File: src/rtl/bit_serializer_pkg.sv
// Shared types and constants for the bit serializer.
package bit_serializer_pkg;

    typedef enum logic {
        IDLE,
        SHIFT
    } ser_state_t;

    localparam int WORDCNT_W = 16;

endpackage

File: src/rtl/bit_serializer_if.sv
// Word handshake and serial output bundle for the bit serializer.
interface bit_serializer_if
    import bit_serializer_pkg::*;
#(
    parameter int WIDTH = 8
);

    logic [WIDTH-1:0]     data_in;
    logic                 data_valid;
    logic                 data_ready;
    logic                 shift_en;
    logic                 serial_out;
    logic                 serial_valid;
    logic                 frame_start;
    logic                 busy;
    logic [WORDCNT_W-1:0] words_sent;

    modport master (
        output data_in, data_valid, shift_en,
        input  data_ready, serial_out, serial_valid, frame_start, busy, words_sent
    );

    modport slave (
        input  data_in, data_valid, shift_en,
        output data_ready, serial_out, serial_valid, frame_start, busy, words_sent
    );

endinterface

File: src/rtl/bit_serializer.sv
// Parallel-to-serial front end with a one-word holding register for gapless streaming.
//
//   state | meaning
//   ------+-----------------------------------------------------------
//   IDLE  | no word in flight; serial_valid low, waiting for an accept
//   SHIFT | sreg being emitted, one bit per shift_en edge
module bit_serializer
    import bit_serializer_pkg::*;
#(
    parameter int WIDTH     = 8,
    parameter bit MSB_FIRST = 1'b1
) (
    input  logic             clk,
    input  logic             rst,
    bit_serializer_if.slave  bus
);

    localparam int CNT_W = (WIDTH > 2) ? $clog2(WIDTH) : 1;
    localparam logic [CNT_W-1:0] LAST = CNT_W'(WIDTH - 1);

    ser_state_t           state, state_nxt;
    logic [CNT_W-1:0]     cnt, cnt_nxt;
    logic [WIDTH-1:0]     sreg, sreg_nxt;
    logic [WIDTH-1:0]     hold, hold_nxt;
    logic                 hold_full, hold_full_nxt;
    logic                 sout, sout_nxt;
    logic                 svalid, svalid_nxt;
    logic                 fstart, fstart_nxt;
    logic [WORDCNT_W-1:0] word_cnt, word_cnt_nxt;
    logic                 accept;

    // Bit of a word presented at position idx of the frame.
    function automatic logic pick(input logic [WIDTH-1:0] w, input logic [CNT_W-1:0] idx);
        logic [CNT_W-1:0] rev;
        rev = LAST - idx;
        if (MSB_FIRST) pick = w[rev];
        else           pick = w[idx];
    endfunction

    // Ready comes only from the registered hold flag, never from data_valid.
    assign accept           = bus.data_valid && !hold_full;
    assign bus.data_ready   = !hold_full;
    assign bus.serial_out   = sout;
    assign bus.serial_valid = svalid;
    assign bus.frame_start  = fstart;
    assign bus.busy         = (state == SHIFT) || hold_full;
    assign bus.words_sent   = word_cnt;

    // State and datapath registers; reset drops both the in-flight and held words.
    always_ff @(posedge clk or posedge rst) begin
        if (rst) begin
            state     <= IDLE;
            cnt       <= '0;
            sreg      <= '0;
            hold      <= '0;
            hold_full <= 1'b0;
            sout      <= 1'b0;
            svalid    <= 1'b0;
            fstart    <= 1'b0;
            word_cnt  <= '0;
        end else begin
            state     <= state_nxt;
            cnt       <= cnt_nxt;
            sreg      <= sreg_nxt;
            hold      <= hold_nxt;
            hold_full <= hold_full_nxt;
            sout      <= sout_nxt;
            svalid    <= svalid_nxt;
            fstart    <= fstart_nxt;
            word_cnt  <= word_cnt_nxt;
        end
    end

    // Next-state and next-output logic.
    always_comb begin
        state_nxt     = state;
        cnt_nxt       = cnt;
        sreg_nxt      = sreg;
        hold_nxt      = hold;
        hold_full_nxt = hold_full;
        sout_nxt      = sout;
        svalid_nxt    = svalid;
        fstart_nxt    = fstart;
        word_cnt_nxt  = word_cnt;

        case (state)
            IDLE: begin
                if (accept) begin
                    sreg_nxt   = bus.data_in;
                    cnt_nxt    = '0;
                    sout_nxt   = pick(bus.data_in, '0);
                    svalid_nxt = 1'b1;
                    fstart_nxt = 1'b1;
                    state_nxt  = SHIFT;
                end
            end
            SHIFT: begin
                if (!bus.shift_en || cnt != LAST) begin
                    // Stalled or mid-word: a new word can only go to the hold register.
                    if (accept) begin
                        hold_nxt      = bus.data_in;
                        hold_full_nxt = 1'b1;
                    end
                    if (bus.shift_en) begin
                        cnt_nxt    = cnt + 1'b1;
                        sout_nxt   = pick(sreg, cnt + 1'b1);
                        fstart_nxt = 1'b0;
                    end
                end else begin
                    word_cnt_nxt = word_cnt + 1'b1;
                    if (hold_full) begin
                        sreg_nxt      = hold;
                        hold_full_nxt = 1'b0;
                        cnt_nxt       = '0;
                        sout_nxt      = pick(hold, '0);
                        fstart_nxt    = 1'b1;
                    end else if (accept) begin
                        sreg_nxt   = bus.data_in;
                        cnt_nxt    = '0;
                        sout_nxt   = pick(bus.data_in, '0);
                        fstart_nxt = 1'b1;
                    end else begin
                        cnt_nxt    = '0;
                        sout_nxt   = 1'b0;
                        svalid_nxt = 1'b0;
                        fstart_nxt = 1'b0;
                        state_nxt  = IDLE;
                    end
                end
            end
            default: state_nxt = IDLE;
        endcase
    end

endmodule
File: src/flat_wrapper.sv
// flat-port wrapper written by rule: the top's interface ports become plain ports
module bit_serializer_flat import bit_serializer_pkg::*;
#(
    parameter int WIDTH     = 8,
    parameter bit MSB_FIRST = 1'b1
)
  (clk, rst, bus_data_in, bus_data_valid, bus_shift_en, bus_data_ready, bus_serial_out, bus_serial_valid, bus_frame_start, bus_busy, bus_words_sent);
  bit_serializer_if #(.WIDTH(WIDTH)) bus_i ();
  input  logic clk;
  input  logic rst;
  input wire logic [$bits(bus_i.data_in)-1:0] bus_data_in;
  input wire logic [$bits(bus_i.data_valid)-1:0] bus_data_valid;
  input wire logic [$bits(bus_i.shift_en)-1:0] bus_shift_en;
  output wire logic [$bits(bus_i.data_ready)-1:0] bus_data_ready;
  output wire logic [$bits(bus_i.serial_out)-1:0] bus_serial_out;
  output wire logic [$bits(bus_i.serial_valid)-1:0] bus_serial_valid;
  output wire logic [$bits(bus_i.frame_start)-1:0] bus_frame_start;
  output wire logic [$bits(bus_i.busy)-1:0] bus_busy;
  output wire logic [$bits(bus_i.words_sent)-1:0] bus_words_sent;
  assign bus_i.data_in = bus_data_in;
  assign bus_i.data_valid = bus_data_valid;
  assign bus_i.shift_en = bus_shift_en;
  assign bus_data_ready = bus_i.data_ready;
  assign bus_serial_out = bus_i.serial_out;
  assign bus_serial_valid = bus_i.serial_valid;
  assign bus_frame_start = bus_i.frame_start;
  assign bus_busy = bus_i.busy;
  assign bus_words_sent = bus_i.words_sent;
  bit_serializer #(.WIDTH(WIDTH), .MSB_FIRST(MSB_FIRST)) u_core (.clk(clk), .rst(rst), .bus(bus_i));
endmodule
File: config.mk
export PLATFORM = sky130hd
export DESIGN_NAME = bit_serializer_flat
export DESIGN_NICKNAME = d
export VERILOG_FILES = /design/src/rtl/bit_serializer_pkg.sv /design/src/rtl/bit_serializer_if.sv /design/src/rtl/bit_serializer.sv /design/src/flat_wrapper.sv
export SDC_FILE = /design/constraint.sdc
export NUM_CORES = 1
export LEC_CHECK = 0
export CAP_MARGIN = 20
export CORE_MARGIN = 4
export CORE_UTILIZATION = 35
export CTS_CLUSTER_SIZE = 40
export DETAILED_ROUTE_END_ITERATION = 10
export GPL_ROUTABILITY_DRIVEN = 1
export HOLD_SLACK_MARGIN = 0.15
export PLACE_DENSITY = 0.64
export RECOVER_POWER = 50
export SLEW_MARGIN = 20
export SYNTH_ARGS = -nofsm -noshare
export SYNTH_HDL_FRONTEND = slang
export SYNTH_SLANG_ARGS = --single-unit
File: constraint.sdc
create_clock -name clk -period 1.6 [get_ports clk]
set_input_delay 0.32 -clock clk [delete_from_list [all_inputs] [get_ports clk]]
set_output_delay 0.32 -clock clk [all_outputs]
set_load 0.02 [all_outputs]
==> flow_metrics.env <==
export IMPL_status="complete, but fails checks"
export IMPL_violations="negative setup slack"
export IMPL_max_slew_margin_rel_pct=34.4
export IMPL_slew_viol_final=0
export IMPL_synth_edf_count=0
export IMPL_peakVddDrop_mv=0.465
export IMPL_post_dp_hpwl_um=2700
export IMPL_synth_seq_area_share_pct=54.2
export IMPL_intPower_mw=2.20
export IMPL_final_antenna_net_count=0
export IMPL_cts_tree="done"
export IMPL_hp_class="flop to flop"
export IMPL_cts_buffers=5
export IMPL_rrSetupSlack_ns=-0.1
export IMPL_detail_route_wl_per_cell_um=13.1
export IMPL_worstReg2RegStart="u_core.cnt[1]$_DFFE_PP0P_"
export IMPL_via_count=1399
export IMPL_synth_area_leader_cell="dfrtp_1"
export IMPL_viasPerCell=4.82
export IMPL_crit_family="multiplexers"
export IMPL_fp_dieArea_um2=6500
export IMPL_gp_congestion=0.738
export IMPL_synthTopCellsByArea="dfrtp_1 54%, xnor2_1 5.2%, mux2_2 4.9%"
export IMPL_p_clk_share_pct=19.3
export IMPL_syn_area_per_cell_um2=11.3
export IMPL_syn_inst=163
export IMPL_fin_nets=235
export IMPL_clkTransAtPathRegs_ns=0.07
export IMPL_grt_pass1_wl_um=6400
export IMPL_io_pins=33
export IMPL_hold_viol=0
export IMPL_mostFrequentLayoutCell="dfrtp_1"
export IMPL_syn_area_um2=1850
export IMPL_ff2ff_path_depth=5
export IMPL_drive_above_1_share_pct=22.3
export IMPL_h_tree_depth=2
export IMPL_port_buffers=32
export IMPL_p_seq_share_pct=45.1
export IMPL_crit_buf_inv=0
export IMPL_ys_warn_count=0
export IMPL_drcViolationCount=0
export IMPL_cts_max_path_buffers=2
export IMPL_switching_share_pct=32.4
export IMPL_combPwrFrac_pct=35.5
export IMPL_fin_skew_ns=0.00253
export IMPL_root_buffer="clkbuf_8"
export IMPL_cp_start_kind="flop"
export IMPL_core_area_um2=5110
export IMPL_switchingPower_mw=1.05
export IMPL_first_global_vias=1370
export IMPL_fmaxAchievable_mhz=590
export IMPL_rows=26
export IMPL_grt_antenna_before_repair=0
export IMPL_reg2reg_to="u_core.bus.serial_out$_DFFE_PP0P_"
export IMPL_fin_util_pct=48.4
export IMPL_finalSetupViolCount=1
export IMPL_start_util_pct=36.1
export IMPL_path_cells="ha_4 -> mux4_2 -> o2bb2ai_2 -> a311o_1 -> a21oi_2"
export IMPL_rsz0062_at_grt="true"
export IMPL_ys_types=34
export IMPL_area_growth_syn_to_layout_pct=33.9
export IMPL_synth_top_area_share_pct=54.2
export IMPL_worst_path_max_fanout=2
export IMPL_p_leak_nw=1.19
export IMPL_grt_overflow=0
export IMPL_track_usage_pct=12.8
export IMPL_power_density_nw_per_um2=1320
export IMPL_synth_seq_cells=40
export IMPL_hold_end="u_core.bus.words_sent[15]$_DFFE_PP0P_"
export IMPL_drt_total_wl_um=3790
export IMPL_synth_ff_type="dfrtp_1"
export IMPL_path_class="flop to flop"
export IMPL_power_mw=3.25
export IMPL_mostFrequentLayoutCells="40 x dfrtp_1, 18 x buf_4, 16 x nand2_1, 16 x dlygate4sd2_1, 11 x xnor2_1"
export IMPL_cp_end_kind="flop"
export IMPL_grt_max_degree=41
export IMPL_dpl_worst_slack_ns=-0.277
export IMPL_first_iter_violations=58
export IMPL_synth_fp_nets=178
export IMPL_n_antenna_cell=0
export IMPL_tightest_slew_ns=0.984
export IMPL_cp_slowest_cell="mux4_2"
export IMPL_holdCritStartpoint="u_core.bus.words_sent[15]$_DFFE_PP0P_"
export IMPL_setup_slack_ns=-0.0961
export IMPL_hold_path_depth=1
export IMPL_place_inst=281
export IMPL_crit_required_ns=1.78
export IMPL_period_share_pct=106
export IMPL_maxCapViolations=0
export IMPL_insertion_delay_ns=0.29
export IMPL_clkSinkCount=40
export IMPL_cpPeakStageDelay_ns=0.51
export IMPL_final_min_clock_period_ns=1.70
export IMPL_dieWidth_um=80.6
export IMPL_first_pass_iters=4
export IMPL_die_h_um=80.6
export IMPL_crit_arrival_ns=1.88
export IMPL_final_cells=290
export IMPL_synthArstFlopShare_pct=100
[power by group through the flow]
stage	clock network, mW	registers (mW)	logic, mW
finish	0.629	1.47	1.16
global route	0.698	1.50	1.28
CTS	0.644	1.48	1.15
detailed placement	0	1.50	1.14
global placement	0	1.49	1.12
floorplan	0	1.52	0.718
[sequential cells by signal, summed over array words and instances, names as in the netlist]
| signal | flops |
|---|---|
| u_core.bus.words_sent | 16 |
| u_core.sreg | 8 |
| u_core.hold | 8 |
| u_core.cnt | 3 |
| u_core.state | 1 |
| u_core.bus.serial_out | 1 |
| u_core.hold_full | 1 |
| u_core.bus.frame_start | 1 |
| u_core.bus.serial_valid | 1 |
[cell usage after synthesis, types with 2 or more instances]
master	count
nand3_1	9
dfrtp_1	40
nor4_4	2
buf_2	3
and3_1	2
xor2_1	4
nand4_1	4
nand2_1	17
a21oi_2	2
a21oi_1	9
xnor2_1	11
mux2i_1	3
o22ai_1	9
nor2_1	12
mux2_2	8
inv_1	5
ha_1	3
o21ai_0	3
nor2b_1	2
[worst max path at each step]
stage	depth (start not counted)	start	end	slack, ns
after detailed placement	6	bus_shift_en	u_core.bus.words_sent[7]$_DFFE_PP0P_	-0.28
after global placement	6	bus_shift_en	u_core.bus.words_sent[7]$_DFFE_PP0P_	-0.25
final	5	u_core.cnt[1]$_DFFE_PP0P_	u_core.bus.serial_out$_DFFE_PP0P_	-0.1
after global routing	5	u_core.cnt[1]$_DFFE_PP0P_	u_core.bus.serial_out$_DFFE_PP0P_	-0.11
after CTS	5	u_core.cnt[1]$_DFFE_PP0P_	u_core.bus.serial_out$_DFFE_PP0P_	-0.08
after floorplan	5	u_core.cnt[0]$_DFFE_PP0P_	u_core.bus.serial_out$_DFFE_PP0P_	-0.02
[metrics by stage]
step | area, µm² | TNS (ns) | hold slack, ns
after floorplan | 1870 | -0.0184 | 0.471
after global placement | 2420 | -5.65 | 0.461
after detailed placement | 2420 | -5.89 | 0.468
after CTS | 2480 | -0.0795 | 0.390
after global routing | 2470 | -0.604 | 0.504
final | 2470 | -0.0961 | 0.470
[kinds of logic (layout without fill, tap and decap cells)]
kind of cell / count (synthesis) / after routing / share of synthesized area, %
AO/OA/AOI/OAI: 32 / 32 / 11.5
flip-flops: 40 / 40 / 54.2
adder cells (fa/ha/maj): 3 / 3 / 2.03
buffers and inverters: 8 / 65 / 1.83
AND/OR/NAND/NOR: 53 / 53 / 15.6
multiplexers: 12 / 12 / 7.73
XOR/XNOR: 15 / 15 / 7.12
[routing by layer]
layer  wire length, µm  up-vias  GRT usage, %
li1                  -      693             -
met1              1790      678          17.0
met2              1800       24          19.7
met3               157        4          3.92
met4                46        0          4.56
met5                 0        -             0
[layout make-up]
cell class              count  area, µm²
clock inverters             1       5.00
well taps                  70       87.6
multi-input cells         115        862
fillers                   497       2640
clock buffers               6       72.6
repair buffers             53        424
flip-flops and latches     40       1000
inverters                   5       18.8
[timing repair]
action,in CTS,in global routing
buffers inserted,0,2
gates resized for setup,20,9
endpoints found under the setup margin,19,24
hold buffers,0,0
pin swaps,2,5
endpoints found under the hold margin,0,0
Power figures use the tool's default switching activity.
